$ cat config.mk
export PLATFORM = sky130hd
export DESIGN_NAME = reg_skid_buffer
export DESIGN_NICKNAME = d
export VERILOG_FILES = /design/src/rtl/reg_skid_buffer.sv
export SDC_FILE = /design/constraint.sdc
export NUM_CORES = 1
export LEC_CHECK = 0
export BUFFER_PORTS_ARGS = -buffer_cell sky130_fd_sc_hd__buf_2
export CAP_MARGIN = 20
export CORE_ASPECT_RATIO = 1.5
export CORE_UTILIZATION = 35
export CTS_CLUSTER_SIZE = 40
export DETAILED_ROUTE_END_ITERATION = 6
export PLACE_DENSITY_LB_ADDON = 0.15
export SLEW_MARGIN = 20
export SYNTH_ARGS = -nofsm -noshare
export SYNTH_HDL_FRONTEND = slang
export SYNTH_SLANG_ARGS = --single-unit
$ cat constraint.sdc
create_clock -name clk -period 4.3 [get_ports clk]
set_clock_uncertainty 0.05 [all_clocks]
set_input_delay 0.43 -clock clk [delete_from_list [all_inputs] [get_ports clk]]
set_output_delay 0.43 -clock clk [all_outputs]
set_load 0.03 [all_outputs]
$ cat src/rtl/reg_skid_buffer.sv
// Two-entry registered skid buffer: out_data comes straight from a register and
// in_ready is decoded from state only, so neither side sees a combinational path.
module reg_skid_buffer #(
  parameter int                    DATA_WIDTH  = 4,
  parameter logic [DATA_WIDTH-1:0] RESET_VALUE = '0,
  parameter int                    COUNT_WIDTH = 8
) (
  input  logic                   clk,
  input  logic                   reset,
  input  logic                   in_valid,
  input  logic [DATA_WIDTH-1:0]  in_data,
  output logic                   in_ready,
  output logic                   out_valid,
  output logic [DATA_WIDTH-1:0]  out_data,
  input  logic                   out_ready,
  output logic [1:0]             occupancy,
  output logic [COUNT_WIDTH-1:0] xfer_count
);

  typedef enum logic [1:0] {
    EMPTY = 2'd0,
    ONE   = 2'd1,
    TWO   = 2'd2
  } state_t;

  state_t                 state_reg;
  logic [DATA_WIDTH-1:0]  out_data_reg;
  logic [DATA_WIDTH-1:0]  skid_reg;
  logic [COUNT_WIDTH-1:0] count_reg;
  logic                   in_xfer;
  logic                   out_xfer;

  // reset gates in_ready so nothing is accepted while the block is being cleared
  assign in_ready   = (state_reg != TWO) & ~reset;
  assign out_valid  = (state_reg != EMPTY);
  assign out_data   = out_data_reg;
  assign xfer_count = count_reg;

  assign in_xfer  = in_valid & in_ready;
  assign out_xfer = out_valid & out_ready;

  always_comb begin
    occupancy = 2'd0;
    case (state_reg)
      ONE:     occupancy = 2'd1;
      TWO:     occupancy = 2'd2;
      default: occupancy = 2'd0;
    endcase
  end

  always_ff @(posedge clk) begin
    if (reset) begin
      state_reg    <= EMPTY;
      out_data_reg <= RESET_VALUE;
      skid_reg     <= RESET_VALUE;
      count_reg    <= '0;
    end else begin
      if (out_xfer) begin
        count_reg <= count_reg + COUNT_WIDTH'(1);
      end
      case (state_reg)
        EMPTY: begin
          if (in_xfer) begin
            state_reg    <= ONE;
            out_data_reg <= in_data;
          end
        end
        ONE: begin
          if (in_xfer && !out_xfer) begin
            state_reg <= TWO;
            skid_reg  <= in_data;
          end else if (in_xfer && out_xfer) begin
            out_data_reg <= in_data;
          end else if (out_xfer) begin
            state_reg <= EMPTY;
          end
        end
        TWO: begin
          // the skid word moves up; in_ready is low so no new word arrives here
          if (out_xfer) begin
            state_reg    <= ONE;
            out_data_reg <= skid_reg;
          end
        end
        default: state_reg <= EMPTY;
      endcase
    end
  end

endmodule

==> After elaboration in Yosys (flattened, before gate mapping) <==
Cells that the tools add are included.
{ "totals": {"reg_bits": 18, "latch_bits": 0, "ram_bits": 0, "mem_bits_ro": 0, "inputBits": 8, "out_inout_bits": 16, "wordCells": 39, "mem_count": 0} }
{ "classes": {"n_addsub": 1, "mul": 0, "div_mod_pow": 0, "order_cmp": 0, "eq_ne": 9, "shift": 0, "n_mux": 12, "bitwise_logic": 4, "reduce_logical": 9} }
{ "op_table": {"columns": ["operator", "count"], "rows": [
  ["$mux 4", 4],
  ["$pmux 4 s3", 1],
  ["$mux 2", 5],
  ["$ne 2x2->1 const B", 5],
  ["$add 8x1->8 const B", 1],
  ["$ne 3x3->1 const B", 2],
  ["$pmux 2 s3", 1],
  ["$reduce_and 5->1", 1],
  ["$pmux 2 s2", 1],
  ["$reduce_and 4->1", 1],
  ["$and 1x1->1", 3],
  ["$reduce_bool 3->1", 1],
  ["$eq 2x1->1 const B", 1],
  ["$eq 2x2->1 const B", 1],
  ["$logic_and 1x1->1", 2],
  ["$logic_not 2->1", 1],
  ["$reduce_and 2->1", 1],
  ["$reduce_bool 2->1", 1],
  ["$logic_not 1->1", 1],
  ["$not 1->1", 1]
]} }

==> Longest topological paths before layout <==
Gate-level depths: netlist of the first run.
{ "logic_depth": {"depth_word": 7, "depth_mapped": 5} }

==> Worst setup path before layout of the first run <==
Ideal clock, no wire load.
{ "synth_path": {"kind": "register -> output", "from": "register state_reg[0]", "to": "output in_ready", "t_arrival_ns": 1.282, "required_time_ns": 3.820, "slack_ns": 2.538, "path_stages_with_launch": 5, "n_path_buf": 1, "cell_sequence": "dfxtp_1 buf_4 nand2b_1 inv_1 nor2_1"} }
{ "synth_between": {"elab_chain_cells": 2} }
{ "synth_lines": {"columns": ["item", "line", "text"], "rows": [
  ["from (decl)", "26", "state_t state_reg;"],
  ["from (signal assigned)", "53", "state_reg <= EMPTY;"],
  ["from (signal assigned)", "64", "state_reg <= ONE;"],
  ["from (signal assigned)", "70", "state_reg <= TWO;"],
  ["$ne 2x2->1", "34", "assign in_ready = (state_reg != TWO) & ~reset;"],
  ["$and 1x1->1", "34", null],
  ["to (decl)", "12", "output logic in_ready,"]
]} }
Every way passes these cells.

==> Worst setup path after layout of the first run <==
{ "layout_path": {"from": "register state_reg[1]", "to": "output in_ready"} }
The elaborated chain is that of the path after synthesis.

==> out/metrics.cfg, run 1 <==
[outcome]
outcome=finished, final reports clean

[placement]
place.gp.congestion=0.734
io_buffers=23
place_ws_ns=2.42
hpwl_um=1420

[clock_network]
cts_buffers=3
cts-resized-gates=0
cts_buffer_depth=2
cts.sinks=18
cts_hold_buffers=0
cts_tree=built
cts.clk_slew.worst_paths_ns=0.10
h-tree-depth=1
cts_setup_buffers=0
root_buffer=clkbuf_4
clk_latency_ns=0.29

[floorplanning]
rows=21
dieArea_sq_um=2690
die_x_um=42.7
pin_count=24
die_h_um=63
initial_core_util_pct=38.0
core_sq_um=2290

[logic_synthesis]
yosysMostFrequentCell=dfxtp_1
synth_warnings=0
syn_area_sq_um=868
synth-simple-area-share_pct=29.7
synth_common_cells=dfxtp_1 (18), a21oi_1 (11), nand2_1 (10)
syn_nets=109
synth_edf_count=0
yosys.area.top_type=dfxtp_1
synth_top_family_by_area=simple AND/OR/NAND/NOR gates
synth_top_area_share_pct=41.5
ys_ff_latch=18
synthXorXnorAreaFrac_pct=2.02
synthMuxAreaShare_pct=2.31
seq_area_frac_synth_pct=41.5
yosysUniqueCellTypes=35
netlist_top_cells_area=dfxtp_1 (41%), a21oi_1 (6.3%), nand2_1 (4.3%)
synth_compound_area_share_pct=19.5
netlist_instances=100
synthAdderAreaFrac_pct=1.44
async_flop_share_pct=0
synth_flop_cell=dfxtp_1
avgSynthCellArea_sq_um=8.68

[power_and_ir_drop]
cellPowerDensity_nw_per_um2=328
internal-power_uw=245
p_sw_uw=91.5
p_clk_share_pct=30.1
seqPwrFrac_pct=53.4
vdd_drop_max_v=0.000165
power.leakage_nw=0.419
power_frac_comb_pct=16.5
p_sw_share_pct=27.2

[cells_and_area]
drive_gt1_share_pct=26.2
syn_to_final_growth_pct=18.0
largest_reg_flops=8
n_antenna_cell=0
final_nets=132

[route]
vias_per_cell=5.86
wl_um=1950
wire_per_inst_um=13.4
ant_nets=0
drc=0
vias=850
first_pass_iters=4
drt_iter0_markers=16

[sta]
slew_violations=0
finalSetupViolCount=0
layout_min_cycle_time_ns=2.04
worst_slack_ns=2.26
tightest_slew_ns=0.691
tns_ns=0
rsz0062_at_grt=false
hold_violations=0
slew_headroom_pct=53.3
fmaxAchievable_mhz=491
fin_crit_sh_pct=47.3

[setup_path]
reg2reg_from=state_reg[1]$_SDFFE_PP0P_
required_ns=3.82
cp-start-kind=flip-flop
path_max_fanout=12
cp.arrival_ns=1.56
rrSetupSlack_ns=2.60
worstSetupPathType=flip-flop to primary output
crit_path_end_kind=primary output
r2r_cells=3
timing.rr.end=out_data[0]$_SDFFE_PP0P_

[global_route]
grt_max_degree=24
grt_use_total_pct=15.9
antenna_found_initial=0
grt_pass1_wl_um=3350
grt_pass1_vias=801
overflow=0

[hold_path]
hold_path.startpoint=in_data[3]
worstHoldPathCells=3
hold_path_end=skid_reg[3]$_SDFFE_PP0P_
hp-class=primary input to flip-flop

[run]
maxCapViolCount=0

[critical path: stages (launching register included)]
cell and delay, ns:
dfxtp_1 0.59, nand2b_1 0.20, inv_1 0.23, nor2_1 0.06
buf_2 0.19
[cells by family after synthesis]
group	count (synthesis)
xor+xnor	2
simple gates	43
buf+inv	7
fa+ha+maj	1
flops	18
mux	2
compound gates	27
[layout by cell type, fill, tap and decap left out]
cell,n
nor2b_1,1
or4bb_1,1
and3b_1,1
or4_1,3
xor2_1,1
or3b_2,1
nor2_1,5
nand2_1,10
ha_1,1
clkbuf_4,3
o21ba_2,1
nor4bb_1,1
dfxtp_1,18
nand3b_1,4
nand2b_1,1
inv_1,2
o21ai_2,1
a21oi_1,11
xnor2_1,1
nor4_1,4
nand3_1,3
buf_2,23
or2_2,1
nor3_1,1
mux2i_1,2
a311oi_1,4
and4bb_2,1
or3_1,3
nor4b_1,1
o31ai_1,3
clkbuf_8,1
o211ai_1,1
nand4_1,1
o21ai_0,6
[how the worst max path moves through the flow]
stage                              start                        to
2_1_floorplan  state_reg[0]$_SDFFE_PP0P_                  in_ready
4_1_cts        state_reg[1]$_SDFFE_PP0P_                  in_ready
3_5_place_dp                       reset  out_data[0]$_SDFFE_PP0P_
3_3_place_gp                       reset  out_data[2]$_SDFFE_PP0P_
5_1_grt        state_reg[1]$_SDFFE_PP0P_                  in_ready
6_report       state_reg[1]$_SDFFE_PP0P_                  in_ready
[power groups by stage]
| stage | Clock [mW] | Sequential [mW] | Combinational [mW] |
|---|---|---|---|
| 6_report | 0.101 | 0.180 | 0.0555 |
| 5_1_grt | 0.112 | 0.181 | 0.0611 |
| 3_3_place_gp | 0 | 0.184 | 0.0552 |
| 3_5_place_dp | 0 | 0.183 | 0.0560 |
| 4_1_cts | 0.106 | 0.180 | 0.0559 |
| 2_1_floorplan | 0 | 0.190 | 0.0330 |
[layer usage]
layer | vias to the layer above | GRT usage, % | share of wire, %
li1 | 419 | - | -
met1 | 396 | 16.2 | 41
met2 | 27 | 27.8 | 51
met3 | 8 | 2.89 | 5.0
met4 | 0 | 10.9 | 3.5
met5 | - | 0 | 0
[metrics by stage]
stage	instance area, sq um	cells	power (mW)	util, %	hold WS [ns]
6_report	1020	145	0.336	44.8	0.359
3_3_place_gp	988	141	0.239	43.2	0.411
4_1_cts	1020	145	0.342	44.8	0.344
3_5_place_dp	988	141	0.239	43.2	0.424
5_1_grt	1020	145	0.354	44.8	0.355
2_1_floorplan	868	100	0.223	-	0.404
[cell type report]
cell class              count  area [sq um]
fillers                   251          1260
inverters                   2          7.51
multi-input cells          75           477
well taps                  23          28.8
repair buffers             23           115
clock buffers               4          36.3
flip-flops and latches     18           360
Note: power is estimated with default switching activity, not from simulation.
==> run 2, diff against run 1 <==
--- a/config.mk
+++ b/config.mk
@@ -5,6 +5,7 @@
 export SDC_FILE = /design/constraint.sdc
 export NUM_CORES = 1
 export LEC_CHECK = 0
+export ABC_AREA = 1
 export BUFFER_PORTS_ARGS = -buffer_cell sky130_fd_sc_hd__buf_2
 export CAP_MARGIN = 20
 export CORE_ASPECT_RATIO = 1.5
==> constraint.sdc (replaced) <==
create_clock -name clk -period 1.7 [get_ports clk]
set_clock_uncertainty 0.05 [all_clocks]
set_input_delay 0.17 -clock clk [delete_from_list [all_inputs] [get_ports clk]]
set_output_delay 0.17 -clock clk [all_outputs]
set_load 0.03 [all_outputs]
==> out/metrics.cfg, run 2 <==
[cells_and_area]
n_antenna_cell=0
largest_reg_flops=8
layout_commonest_cell=nand2_1
final_nets=169
n_fill_cell=291
layout.cells.non_filler=183
syn_to_final_growth_pct=19.2
drive_gt1_share_pct=27.0
mostFrequentLayoutCells=nand2_1 (37), nor2_1 (27), buf_2 (23), dfxtp_1 (18), inv_1 (14)

[sta]
finalSetupViolCount=0
fmaxAchievable_mhz=654
slew_headroom_pct=74.3
fin_crit_sh_pct=89.9
tightest_slew_ns=0.384
layout_min_cycle_time_ns=1.53
rsz0062_at_grt=false
slew_violations=0
hold_violations=0
tns_ns=0

[setup_path]
cp_common_cell=inv_1
cp-start-kind=flip-flop
path_max_fanout=10
r2r_cells=6
path_delay_family=buffers and inverters
crit_buf_inv=3
crit_path_end_kind=primary output
crit_cells=5
required_ns=1.48
path_cells=inv_1, nand2_2, inv_1, nor2_1, buf_2
worstSetupPathType=flip-flop to primary output
critPathSlowestCell=dfxtp_1
cp.arrival_ns=1.31
cpPeakStageDelay_ns=0.33

[route]
vias_per_cell=4.73
drc=2
wl_um=1840
first_pass_iters=7
vias=866
drt_iter0_markers=25
ant_nets=0
wire_per_inst_um=10.0

[run]
maxCapViolCount=0

[clock_network]
cts_buffer_depth=2
cts.clk_slew.worst_paths_ns=0.11
cts_tree=built
cts-resized-gates=0
cts_hold_buffers=0
clk_latency_ns=0.29
cts_setup_buffers=0
cts_buffers=3
cts.sinks=18
root_buffer=clkbuf_4
h-tree-depth=1

[logic_synthesis]
async_flop_share_pct=0
syn_area_sq_um=918
yosys.area.top_type=dfxtp_1
synth_top_area_share_pct=39.2
synth_common_cells=nand2_1 (37), nor2_1 (27), dfxtp_1 (18)
avgSynthCellArea_sq_um=6.91
netlist_instances=133
ys_ff_latch=18
synth_flop_cell=dfxtp_1
seq_area_frac_synth_pct=39.2
syn_nets=142
synth_warnings=0
yosysMostFrequentCell=nand2_1
synth_edf_count=0
netlist_top_cells_area=dfxtp_1 (39%), nand2_1 (15%), nor2_1 (11%)
yosysUniqueCellTypes=20

[hold_path]
hp-class=primary input to flip-flop
worstHoldPathCells=2

[floorplanning]
dieArea_sq_um=2840
rows=22
pin_count=24
initial_core_util_pct=37.1
core_sq_um=2480
die_x_um=43.8
die_h_um=64.7

[global_route]
grt_pass1_wl_um=3130
grt_pass1_vias=801
grt_use_total_pct=14.5
antenna_found_initial=0
overflow=0
grt_max_degree=19

[power_and_ir_drop]
p_clk_share_pct=30.4
power_frac_comb_pct=18.8
p_sw_uw=266
seqPwrFrac_pct=50.8
internal-power_uw=618
vdd_drop_max_v=0.000374
power.leakage_nw=0.590
cellPowerDensity_nw_per_um2=808
p_sw_share_pct=30.1

[placement]
place.gp.congestion=0.731
io_buffers=23
dp.cells=179
hpwl_um=1410

[outcome]
outcome=finished with violations
violations=design-rule violations

==> run 2: worst register-to-register path, delay by kind of cell (launching register included) <==
kind               cells  cell delay, ns
and+or+nand+nor        5            0.60
DFF                    1            0.38
AOI/OAI and AO/OA      1            0.12
==> run 2: stage by stage <==
| stage | worst slack (ns) | hold slack, ns | instance area, sq um | power (mW) | util [%] |
|---|---|---|---|---|---|
| after floorplan | 0.321 | 0.187 | 918 | 0.579 | - |
| after global placement | 0.458 | 0.362 | 1060 | 0.625 | 42.7 |
| after detailed placement | 0.441 | 0.370 | 1060 | 0.627 | 42.7 |
| after CTS | 0.152 | 0.0462 | 1090 | 0.898 | 44.2 |
| after global routing | 0.0605 | 0.0450 | 1090 | 0.932 | 44.2 |
| final | 0.172 | 0.0544 | 1090 | 0.884 | 44.2 |
==> run 2: power groups by stage <==
stage / combinational, mW / sequential [mW] / clock, mW
after global routing: 0.183 / 0.452 / 0.297
final: 0.166 / 0.449 / 0.269
after CTS: 0.168 / 0.450 / 0.280
after global placement: 0.166 / 0.459 / 0
after detailed placement: 0.167 / 0.459 / 0
after floorplan: 0.0969 / 0.482 / 0
==> run 2: per-layer routing <==
layer  track usage, %  routed length (um)
met1             15.9                 812
met2             25.4                 943
met3             1.67                  57
met4             9.38                  23
met5                0                   0
==> run 2: area by class of cell <==
| type | count | area [sq um] | share of cell area [%] |
|---|---|---|---|
| tap | 24 | 30.0 | 2.74 |
| timing repair buffer | 23 | 115 | 10.5 |
| inverter | 17 | 63.8 | 5.83 |
| sequential | 18 | 360 | 32.9 |
| clock buffer | 4 | 36.3 | 3.31 |
| multi-input combinational | 97 | 489 | 44.7 |
==> run 2: final timing paths <==
check / startpoint / end / slack [ns]
max: state_reg[0]$_SDFFE_PP0P_ / in_ready / 0.17
min: reset / state_reg[1]$_SDFFE_PP0P_ / 0.05
max reg2reg: state_reg[1]$_SDFFE_PP0P_ / state_reg[0]$_SDFFE_PP0P_ / 0.46
min reg2reg: xfer_count[5]$_SDFFE_PP0P_ / xfer_count[5]$_SDFFE_PP0P_ / 0.44
==> run 2: cells by family after synthesis <==
group           share of synthesized area, %
simple gates                            42.0
buf+inv                                 7.49
flops                                   39.2
compound gates                          9.94
fa+ha+maj                               1.36
